[src/rtl/dmem_arbiter.sv]
// rtl/dmem_arbiter.sv - single-port data RAM arbiter, CPU priority with starvation-forced debug grant
module dmem_arbiter #(
    parameter int STARVE_LIMIT = 8,
    parameter int AW           = 32,
    parameter int DW           = 32
) (
    input  logic          clk,
    input  logic          rst,
    input  logic          cpu_cs,
    input  logic          cpu_we,
    input  logic [AW-1:0] cpu_addr,
    input  logic [DW-1:0] cpu_wdata,
    output logic [DW-1:0] cpu_rdata,
    output logic          cpu_stall,
    input  logic          dbg_req,
    input  logic          dbg_we,
    input  logic [AW-1:0] dbg_addr,
    input  logic [DW-1:0] dbg_wdata,
    output logic          dbg_ack,
    output logic [DW-1:0] dbg_rdata,
    output logic          mem_ena,
    output logic          mem_wena,
    output logic [AW-1:0] mem_addr,
    output logic [DW-1:0] mem_wdata,
    input  logic [DW-1:0] mem_rdata,
    output logic [15:0]   force_cnt
);

    typedef enum logic [1:0] {IDLE, WAIT, FORCE, ACK} state_t;

    localparam logic [7:0] LIMIT_M1 = 8'(STARVE_LIMIT - 1);

    state_t        state;
    logic [7:0]    starve_cnt;
    logic          lat_we;
    logic [AW-1:0] lat_addr;
    logic [DW-1:0] lat_wdata;
    logic [DW-1:0] rdata_q;
    logic [15:0]   force_cnt_q;
    logic          ack_q;
    logic          dbg_owns;

    // Debug master owns the RAM on an idle CPU cycle in WAIT, or unconditionally in FORCE.
    assign dbg_owns  = ((state == WAIT) && !cpu_cs) || (state == FORCE);
    assign cpu_stall = (state == FORCE);
    assign cpu_rdata = mem_rdata;
    assign dbg_ack   = ack_q;
    assign dbg_rdata = rdata_q;
    assign force_cnt = force_cnt_q;

    always_comb begin
        mem_ena   = cpu_cs;
        mem_wena  = cpu_cs & cpu_we;
        mem_addr  = cpu_addr;
        mem_wdata = cpu_wdata;
        if (dbg_owns) begin
            mem_ena   = 1'b1;
            mem_wena  = lat_we;
            mem_addr  = lat_addr;
            mem_wdata = lat_wdata;
        end
    end

    always_ff @(posedge clk) begin
        if (rst) begin
            state       <= IDLE;
            starve_cnt  <= 8'd0;
            lat_we      <= 1'b0;
            lat_addr    <= '0;
            lat_wdata   <= '0;
            rdata_q     <= '0;
            force_cnt_q <= 16'd0;
            ack_q       <= 1'b0;
        end else begin
            ack_q <= 1'b0;
            case (state)
                IDLE: begin
                    if (dbg_req) begin
                        lat_we     <= dbg_we;
                        lat_addr   <= dbg_addr;
                        lat_wdata  <= dbg_wdata;
                        starve_cnt <= 8'd0;
                        state      <= WAIT;
                    end
                end
                WAIT: begin
                    if (!cpu_cs) begin
                        if (!lat_we) rdata_q <= mem_rdata;
                        starve_cnt <= 8'd0;
                        ack_q      <= 1'b1;
                        state      <= ACK;
                    end else if (starve_cnt == LIMIT_M1) begin
                        starve_cnt <= 8'd0;
                        state      <= FORCE;
                    end else begin
                        starve_cnt <= starve_cnt + 8'd1;
                    end
                end
                FORCE: begin
                    if (!lat_we) rdata_q <= mem_rdata;
                    if (force_cnt_q != 16'hFFFF) force_cnt_q <= force_cnt_q + 16'd1;
                    ack_q <= 1'b1;
                    state <= ACK;
                end
                ACK: begin
                    state <= IDLE;
                end
                default: state <= IDLE;
            endcase
        end
    end

endmodule

[config.mk]
export PLATFORM = sky130hd
export DESIGN_NAME = dmem_arbiter
export DESIGN_NICKNAME = d
export VERILOG_FILES = /design/src/rtl/dmem_arbiter.sv
export SDC_FILE = /design/constraint.sdc
export NUM_CORES = 1
export LEC_CHECK = 0
export CAP_MARGIN = 20
export CORE_MARGIN = 5
export CORE_UTILIZATION = 26
export DETAILED_ROUTE_END_ITERATION = 6
export GPL_TIMING_DRIVEN = 0
export PLACE_DENSITY_LB_ADDON = 0.3
export SETUP_SLACK_MARGIN = 0.4
export SLEW_MARGIN = 20
export SYNTH_ARGS = -nofsm -noshare
export SYNTH_HDL_FRONTEND = slang
export SYNTH_SLANG_ARGS = --single-unit
[constraint.sdc]
create_clock -name clk -period 1.9 [get_ports clk]
set_input_delay 0.19 -clock clk [delete_from_list [all_inputs] [get_ports clk]]
set_output_delay 0.19 -clock clk [all_outputs]
set_load 0.05 [all_outputs]
======== After elaboration in Yosys (flattened, before gate mapping) ========
Cells that the tools add are included.
cells by class
  $add $sub $neg .......................... 2
  equal/unequal tests ..................... 8
  mux-type cells .......................... 17
  bitwise logic cells ..................... 1
  reduce and logical (&&, ||, !) cells .... 11
operator list
  operator                                                count
  2-to-1 mux 32 bit                                       4
  case mux 32 bit (2 select lines)                        1
  2-to-1 mux 8 bit                                        3
  adder 16 x 1 -> 16 bit (second input constant)          1
  inequality test 16 bit (second input constant)          1
  case mux 8 bit (2 select lines)                         1
  AND reduction 2 bit                                     5
  adder 8 x 1 -> 8 bit (second input constant)            1
  == test 8 x 3 -> 1 bit (second input constant)          1
  case mux 2 bit (4 select lines)                         1
  2-to-1 mux 2 bit                                        3
  == test 2 bit (second input constant)                   2
  inequality test 2 bit (second input constant)           2
  nonzero test 2 bit                                      2
  2-to-1 mux 1 bit                                        3
  inequality test 3 x 2 -> 1 bit (second input constant)  1
  == test 2 x 1 -> 1 bit (second input constant)          1
  zero test 2 bit                                         1
  case mux 1 bit (2 select lines)                         1
  AND 1 bit                                               1
  logical AND 1 bit                                       1
  zero test 1 bit                                         1
  logical OR 1 bit                                        1
word-level totals
  register bits after elaboration ......... 124
  input port bits ......................... 166

======== Longest topological paths before layout ========
Gate-level depths: netlist of the first run.
  depth in word-level cells ............... 4
  gate-level depth with buffers ........... 8
  depth with buffers taken out ............ 6

======== Worst setup path after synthesis of the first run ========
No wires, ideal clock.
  path kind ............................... flip-flop to output port
  start ................................... register state[0]
  end ..................................... output mem_wena
  arrival ................................. 2621 ps
  path slack .............................. -911 ps
  stages on the path, launching flop included .. 7
  path buffers ............................ 2
  cells stage by stage .................... dfxtp_1 inv_1 ha_1 a21oi_1 buf_2 buf_2 o21ai_0
RTL lines
  what                    line  source
  start, declared         33    state_t state;
  start signal, assigned  66    state <= IDLE;
  start signal, assigned  83    state <= WAIT;
  start signal, assigned  91    state <= ACK;
  == test 2 bit           n/a
  via cpu_stall           14    output logic cpu_stall,
  logical OR 1 bit        44    assign dbg_owns = ((state == WAIT) && !cpu_cs) || (state == FORCE);
  2-to-1 mux 1 bit        56    if (dbg_owns) begin
  end, declared           22    output logic mem_wena,
The timed path passes the listed nets, and every way through them passes these cells.

======== Worst setup path after layout of the first run ========
  start ................................... register state[1]
  end ..................................... output mem_wdata[0]
between the ends
  cells in the longest elaborated chain, start to end .. 4
RTL lines
  what                    line  source
  == test 2 x 1 -> 1 bit  44
  logical AND 1 bit       44
  logical OR 1 bit (*)    44
  2-to-1 mux 32 bit (*)   56
  end, declared           24    output logic [DW-1:0] mem_wdata,
Mark *: on every way between the ends. The rest lies on a longest branch, timed or not.

==> results of run 1 <==
==> layout make-up <==
type | instances | area share
tap | 280 | 0.02815
clock buffer | 19 | 0.03639
timing repair buffer | 369 | 0.3290
inverter | 7 | 0.002513
multi-input combinational | 484 | 0.3209
sequential | 124 | 0.2035
clock inverter | 12 | 0.01307
buffer | 74 | 0.06655
==> kinds of logic (layout without fill, tap and decap cells) <==
group | Yosys count | after routing | share of synthesized area
simple gates | 270 | 270 | 0.2059
flops | 124 | 124 | 0.4322
mux | 68 | 68 | 0.1327
xor+xnor | 8 | 8 | 0.01220
fa+ha+maj | 7 | 7 | 0.01525
compound gates | 131 | 131 | 0.1264
buf+inv | 81 | 481 | 0.07538
==> repair_timing <==
item                                    4_1_cts  5_1_grt
setup buffers                                17       25
gates resized for setup                     697      265
cloned                                        7        8
pin swaps                                    21       58
endpoints found under the setup margin      266      233
==> worst min path at each step <==
stage	start	endpoint	slack [ns]	depth (start not counted)
after floorplan	dbg_addr[0]	lat_addr[0]	0.33	2
after global placement	dbg_rdata[10]	dbg_rdata[10]	0.44	2
after detailed placement	lat_addr[26]	lat_addr[26]	0.45	2
after CTS	rst	force_cnt[15]	0.27	3
after global routing	rst	force_cnt[15]	0.30	3
final	rst	force_cnt[15]	0.26	3
==> flip-flops by register name, summed over array words and instances, names as in the netlist <==
signal      cells
lat_addr       32
dbg_rdata      32
dbg_ack         1
lat_wdata      32
state           2
force_cnt      16
starve_cnt      8
lat_we          1
==> routing by layer <==
metal,vias up,routed length [um],GRT usage
met5,-,0,0
met4,0,293,0.04793
met3,15,1930,0.05029
met2,218,11990,0.2962
met1,2970,9704,0.2043
li1,3090,-,-
==> worst reg2reg max path: stages (launching register included) <==
cell     delay, ns
dfxtp_4       0.37
inv_4         0.04
ha_4          0.16
buf_4         0.13
buf_6         0.10
buf_6         0.11
buf_6         0.12
nand2_4       0.10
a21oi_4       0.06
or4b_1        0.50
and3_1        0.17
==> report_power, final <==
| part | internal, mW | leakage [nW] | total (mW) | switching [mW] |
|---|---|---|---|---|
| sequential | 3.09 | 1.03 | 3.40 | 0.304 |
| clock | 2.14 | 0.293 | 3.39 | 1.25 |
| combinational | 5.38 | 4.31 | 11.4 | 5.97 |
==> placed cells by master, fill, tap and decap left out, types with 14 or more instances in the layout <==
cell type	n
a21oi_1	45
clkdlybuf4s50_1	164
clkdlybuf4s15_2	18
dlymetal6s2s_1	33
clkbuf_16	31
mux2_4	65
nand2_1	150
dfxtp_1	104
buf_6	76
buf_4	65
a21oi_2	61
buf_12	14
nand2_4	48
buf_8	20
nor2_1	14
clkdlybuf4s15_1	18
==> synth_stat cells (7+ instances only) <==
cell type | count | area (um2)
nor2_1 | 17 | 63.81
dfxtp_1 | 124 | 2482
buf_4 | 32 | 240.2
buf_2 | 7 | 35.03
nand3_1 | 8 | 40.04
mux2_2 | 65 | 732.0
nand2_1 | 209 | 784.5
clkbuf_1 | 30 | 112.6
inv_1 | 7 | 26.28
ha_1 | 7 | 87.58
o21ai_0 | 8 | 40.04
a21oi_1 | 107 | 535.5
==> through the flow <==
step	worst slack, ns	hold WS (ns)
2_1_floorplan	0.2229	0.3260
3_3_place_gp	-1.024	0.4414
3_5_place_dp	-1.043	0.4459
4_1_cts	-0.4096	0.2678
5_1_grt	-0.4243	0.3024
6_report	-0.3519	0.2631
==> impl_metrics.json, run 1 <==
{
  "fmax_mhz": 444.1,
  "synth_edf_count": 0,
  "cap_violations": 0,
  "holdCritPathClass": "input port to flop",
  "leakagePower_nw": 5.625,
  "grt_pass1_wl_mm": 33.09,
  "syn_nets": 862,
  "r2r_cells": 10,
  "stdcell_count": 1369,
  "r2r_start": "state[1]",
  "cts_hold_repair.buffers": 0,
  "irDropWorstVdd_mv": 0.6496,
  "hpwl_mm": 17.03,
  "clkTransAtPathRegs_ns": 0.06,
  "htreeDepth": 4,
  "pwr_density_cell_nw_per_um2": 1458,
  "final_hold_viol_count": 0,
  "chipWidth_um": 158.6,
  "yosysWarnings": 0,
  "fin_crit_ns": 2.252,
  "worst_pin_slew_ns": 0.8436,
  "clockBufferDepth": 2,
  "diodes": 0,
  "drive_gt1_frac": 0.4573,
  "nets": 1250,
  "wirelength_mm": 23.91,
  "crit_path_max_incr_delay_ns": 0.37,
  "end_kind": "output pin",
  "grt_max_degree": 17,
  "cts_tree": "yes",
  "skew_ns": 0.005583,
  "setup_slack_ns": -0.3519,
  "core.rowCount": 54,
  "antenna_found_initial": 0,
  "ys.flop_type": "dfxtp_1",
  "placed_cells": 1281,
  "crit_start": "state[1]",
  "first_global_vias": 6039,
  "cts_sinks": 124,
  "place.gp.congestion": 0.7766,
  "core_um2": 21760,
  "cts-root-buf": "clkbuf_16",
  "grt.total_usage": 0.1704,
  "num-fill-cells": 1897,
  "finalSetupTns_ns": -20.07,
  "drtPass1Iterations": 5,
  "io_buffer_count": 312,
  "overflow": 0,
  "cp.depth": 8,
  "drt_iter0_drc": 173,
  "fin_util": 0.5721,
  "vias_per_cell": 4.597,
  "wl_per_cell_um": 17.47,
  "required_ns": 1.71,
  "ios": 314,
  "start_util": 0.2640,
  "cp.arrival_ns": 2.06,
  "path_delay_family": "buffers and inverters",
  "die-area_um2": 25160,
  "crit_buf_inv": 5,
  "rsz0062_at_grt": "true",
  "outcome": "complete, but fails checks",
  "ys_ff_latch": 124,
  "cp_slowest_cell": "dfxtp_4",
  "rr_endpoint": "state[0]",
  "finalSetupViolations": 77,
  "syn_to_final_growth_pct": 116.7,
  "placed_cell_area_um2": 9643,
  "crit_end": "mem_wdata[0]",
  "avgSynthCellArea_um2": 8.335,
  "syn_area_um2": 5743,
  "rrSetupSlack_ns": -0.07,
  "post-route-drc-count": 0,
  "multiInputGateArea_um2": 3994,
  "syn_inst": 689,
  "ys_async_sr_fraction": 0,
  "antenna_left": 0,
  "clock_latency_ns": 0.41,
  "synth.distinct_cells": 47,
  "seqCellArea_um2": 2532,
  "critPathKind": "flop to output pin",
  "period_share": 1.185,
  "path_common_cell": "buf_12",
  "vias": 6293,
  "cp_max_fo": 6,
  "yosysSeqAreaShare": 0.4322,
  "slew_headroom": 0.4376,
  "path_cells": "inv_4, ha_4, a21oi_4, buf_12, buf_12, buf_16, mux2_4, buf_8",
  "design_area_um2": 12450,
  "slew_viol_final": 0,
  "cts_inserted_buffers": 17,
  "p_total_mw": 18.14,
  "critPathLaunchType": "flop",
  "die_y_um": 158.6,
  "violations": "negative setup slack"
}
Power figures use the tool's default switching activity.
==> run 2: changes to the inputs <==
--- a/config.mk
+++ b/config.mk
@@ -6,7 +6,6 @@
 export NUM_CORES = 1
 export LEC_CHECK = 0
 export CAP_MARGIN = 20
-export CORE_MARGIN = 5
 export CORE_UTILIZATION = 26
 export DETAILED_ROUTE_END_ITERATION = 6
 export GPL_TIMING_DRIVEN = 0
==> constraint.sdc (replaced) <==
create_clock -name clk -period 1.81 [get_ports clk]
set_input_delay 0.181 -clock clk [delete_from_list [all_inputs] [get_ports clk]]
set_output_delay 0.181 -clock clk [all_outputs]
set_load 0.05 [all_outputs]
==> impl_metrics.json, run 2 (synthesized netlist as in run 1, its figures left out) <==
{
  "path_cells": "inv_6, ha_4, a21oi_4, buf_6, buf_12, buf_12, buf_16, mux2_4, buf_8",
  "path_common_cell": "buf_12",
  "die-area_um2": 22690,
  "wl_per_cell_um": 16.31,
  "holdCritPathClass": "input port to flop",
  "post-route-drc-count": 0,
  "rsz0062_at_grt": "true",
  "cts_tree": "yes",
  "core_um2": 21760,
  "clock_latency_ns": 0.41,
  "critPathKind": "flop to output pin",
  "fin_crit_ns": 2.362,
  "slew_viol_final": 0,
  "grt.total_usage": 0.1827,
  "clkTransAtPathRegs_ns": 0.06,
  "nets": 1259,
  "crit_path_max_incr_delay_ns": 0.38,
  "final_hold_viol_count": 0,
  "hold_start": "rst",
  "cap_violations": 0,
  "start_util": 0.2640,
  "required_ns": 1.63,
  "swShare": 0.4117,
  "overflow": 0,
  "worst_pin_slew_ns": 0.7158,
  "rrSetupSlack_ns": -0.33,
  "critPathLaunchType": "flop",
  "period_share": 1.305,
  "place.gp.congestion": 0.7926,
  "cts_inserted_buffers": 17,
  "pwr_density_cell_nw_per_um2": 1555,
  "ios": 314,
  "p_total_mw": 18.77,
  "skew_ns": 0.007229,
  "drive_gt1_frac": 0.4268,
  "clockBufferDepth": 2,
  "clock_power_share": 0.191,
  "setup_slack_ns": -0.5524,
  "antenna_found_initial": 1,
  "cp.arrival_ns": 2.18,
  "antenna_left": 0,
  "grt_pass1_wl_mm": 31.50,
  "power_frac_seq": 0.189,
  "path_delay_family": "buffers and inverters",
  "crit_start": "state[0]",
  "p_int_mw": 11.04,
  "cp_slowest_cell": "dfxtp_4",
  "fmax_mhz": 423.3,
  "grt_max_degree": 17,
  "leakagePower_nw": 5.462,
  "cts_sinks": 124,
  "io_buffer_count": 312,
  "core.rowCount": 54,
  "drt_iter0_drc": 194,
  "layout_commonest_cell": "nand2_1",
  "cts_hold_repair.buffers": 0,
  "end_kind": "output pin",
  "num-fill-cells": 1969,
  "htreeDepth": 4,
  "die_y_um": 150.6,
  "final_cell_mix": "nand2_1 (176), clkdlybuf4s50_1 (164), dfxtp_1 (104), buf_4 (81), buf_6 (77)",
  "cp_max_fo": 7,
  "combPwrFrac": 0.619,
  "crit_buf_inv": 6,
  "outcome": "complete, but fails checks",
  "cts-root-buf": "clkbuf_16",
  "vias": 6280,
  "chipWidth_um": 150.6,
  "syn_to_final_growth_pct": 110.2,
  "slew_headroom": 0.5228,
  "wirelength_mm": 22.51,
  "violations": "negative setup slack",
  "drtPass1Iterations": 4,
  "holdWs_ns": 0.2806,
  "vias_per_cell": 4.551,
  "irDropWorstVdd_mv": 0.6308,
  "hpwl_mm": 15.23,
  "place_ws_ns": -0.9599,
  "finalSetupViolations": 108,
  "first_global_vias": 5886,
  "r2r_start": "state[1]",
  "switchingPower_mw": 7.728
}
run 2: worst reg2reg max path: stages (launching register included):
cell and delay (ns):
dfxtp_4 0.38, inv_4 0.04, ha_4 0.16, buf_4 0.13, buf_6 0.10, buf_6 0.10
buf_6 0.10, buf_6 0.12, buf_4 0.13, buf_6 0.11, mux2i_4 0.24, clkbuf_16 0.21
xor2_1 0.14, nor2_1 0.07
run 2: power groups by stage:
stage | logic [mW] | registers (mW) | clock network, mW
floorplan | 5.09 | 4.36 | 0
global placement | 8.44 | 3.58 | 0
detailed placement | 8.48 | 3.60 | 0
CTS | 10.3 | 3.56 | 3.67
global route | 12.2 | 3.62 | 3.79
finish | 11.6 | 3.56 | 3.59
run 2: per-stage QoR:
| stage | area [um2] | setup TNS, ns | utilization | cells |
|---|---|---|---|---|
| 6_report | 12070 | -37.75 | 0.5549 | 1380 |
| 5_1_grt | 12070 | -45.75 | 0.5549 | 1380 |
| 4_1_cts | 11010 | -38.91 | 0.5059 | 1341 |
| 3_5_place_dp | 9669 | -61.16 | 0.4444 | 1281 |
| 3_3_place_gp | 9669 | -59.18 | 0.4444 | 1281 |
| 2_1_floorplan | 6196 | 0 | - | 689 |
run 2: area by class of cell:
cell class,instances,area (um2),share of cell area
diodes,1,2.502,0.0002073
plain buffers,74,792.0,0.06561
clock buffers,21,493.0,0.04084
clock inverters,11,130.1,0.01078
inverters,7,33.78,0.002799
multi-input cells,484,3646,0.3020
flip-flops and latches,124,2532,0.2098
well taps,280,350.3,0.02902
repair buffers,378,4091,0.3389
run 2: worst paths after layout:
| check | to | cells past startpoint |
|---|---|---|
| max | mem_addr[27] | 9 |
| min | force_cnt[15] | 3 |
| max reg2reg | starve_cnt[0] | 13 |
| min reg2reg | dbg_rdata[22] | 2 |
run 2: metal layers:
layer,vias to the layer above,global-route usage,part of all wire
met3,12,0.05606,0.081
met5,-,0,0
met2,225,0.3120,0.50
met4,0,0.04900,0.010
li1,3098,-,-
met1,2945,0.2207,0.41
run 2: what timing repair did:
action                     CTS  global route
pin swaps                    8            39
resized for setup          635           236
gates cloned                 8             7
buffers inserted            20            31
setup endpoints to repair  267           232
==> run 3: changes to the inputs <==
--- a/config.mk
+++ b/config.mk
@@ -7,6 +7,7 @@
 export LEC_CHECK = 0
 export CAP_MARGIN = 20
 export CORE_UTILIZATION = 26
+export CTS_CLUSTER_DIAMETER = 40
 export DETAILED_ROUTE_END_ITERATION = 6
 export GPL_TIMING_DRIVEN = 0
 export PLACE_DENSITY_LB_ADDON = 0.3
==> results of run 3 <==
The final DEF is identical to that of run 2; final timing and power are the same.
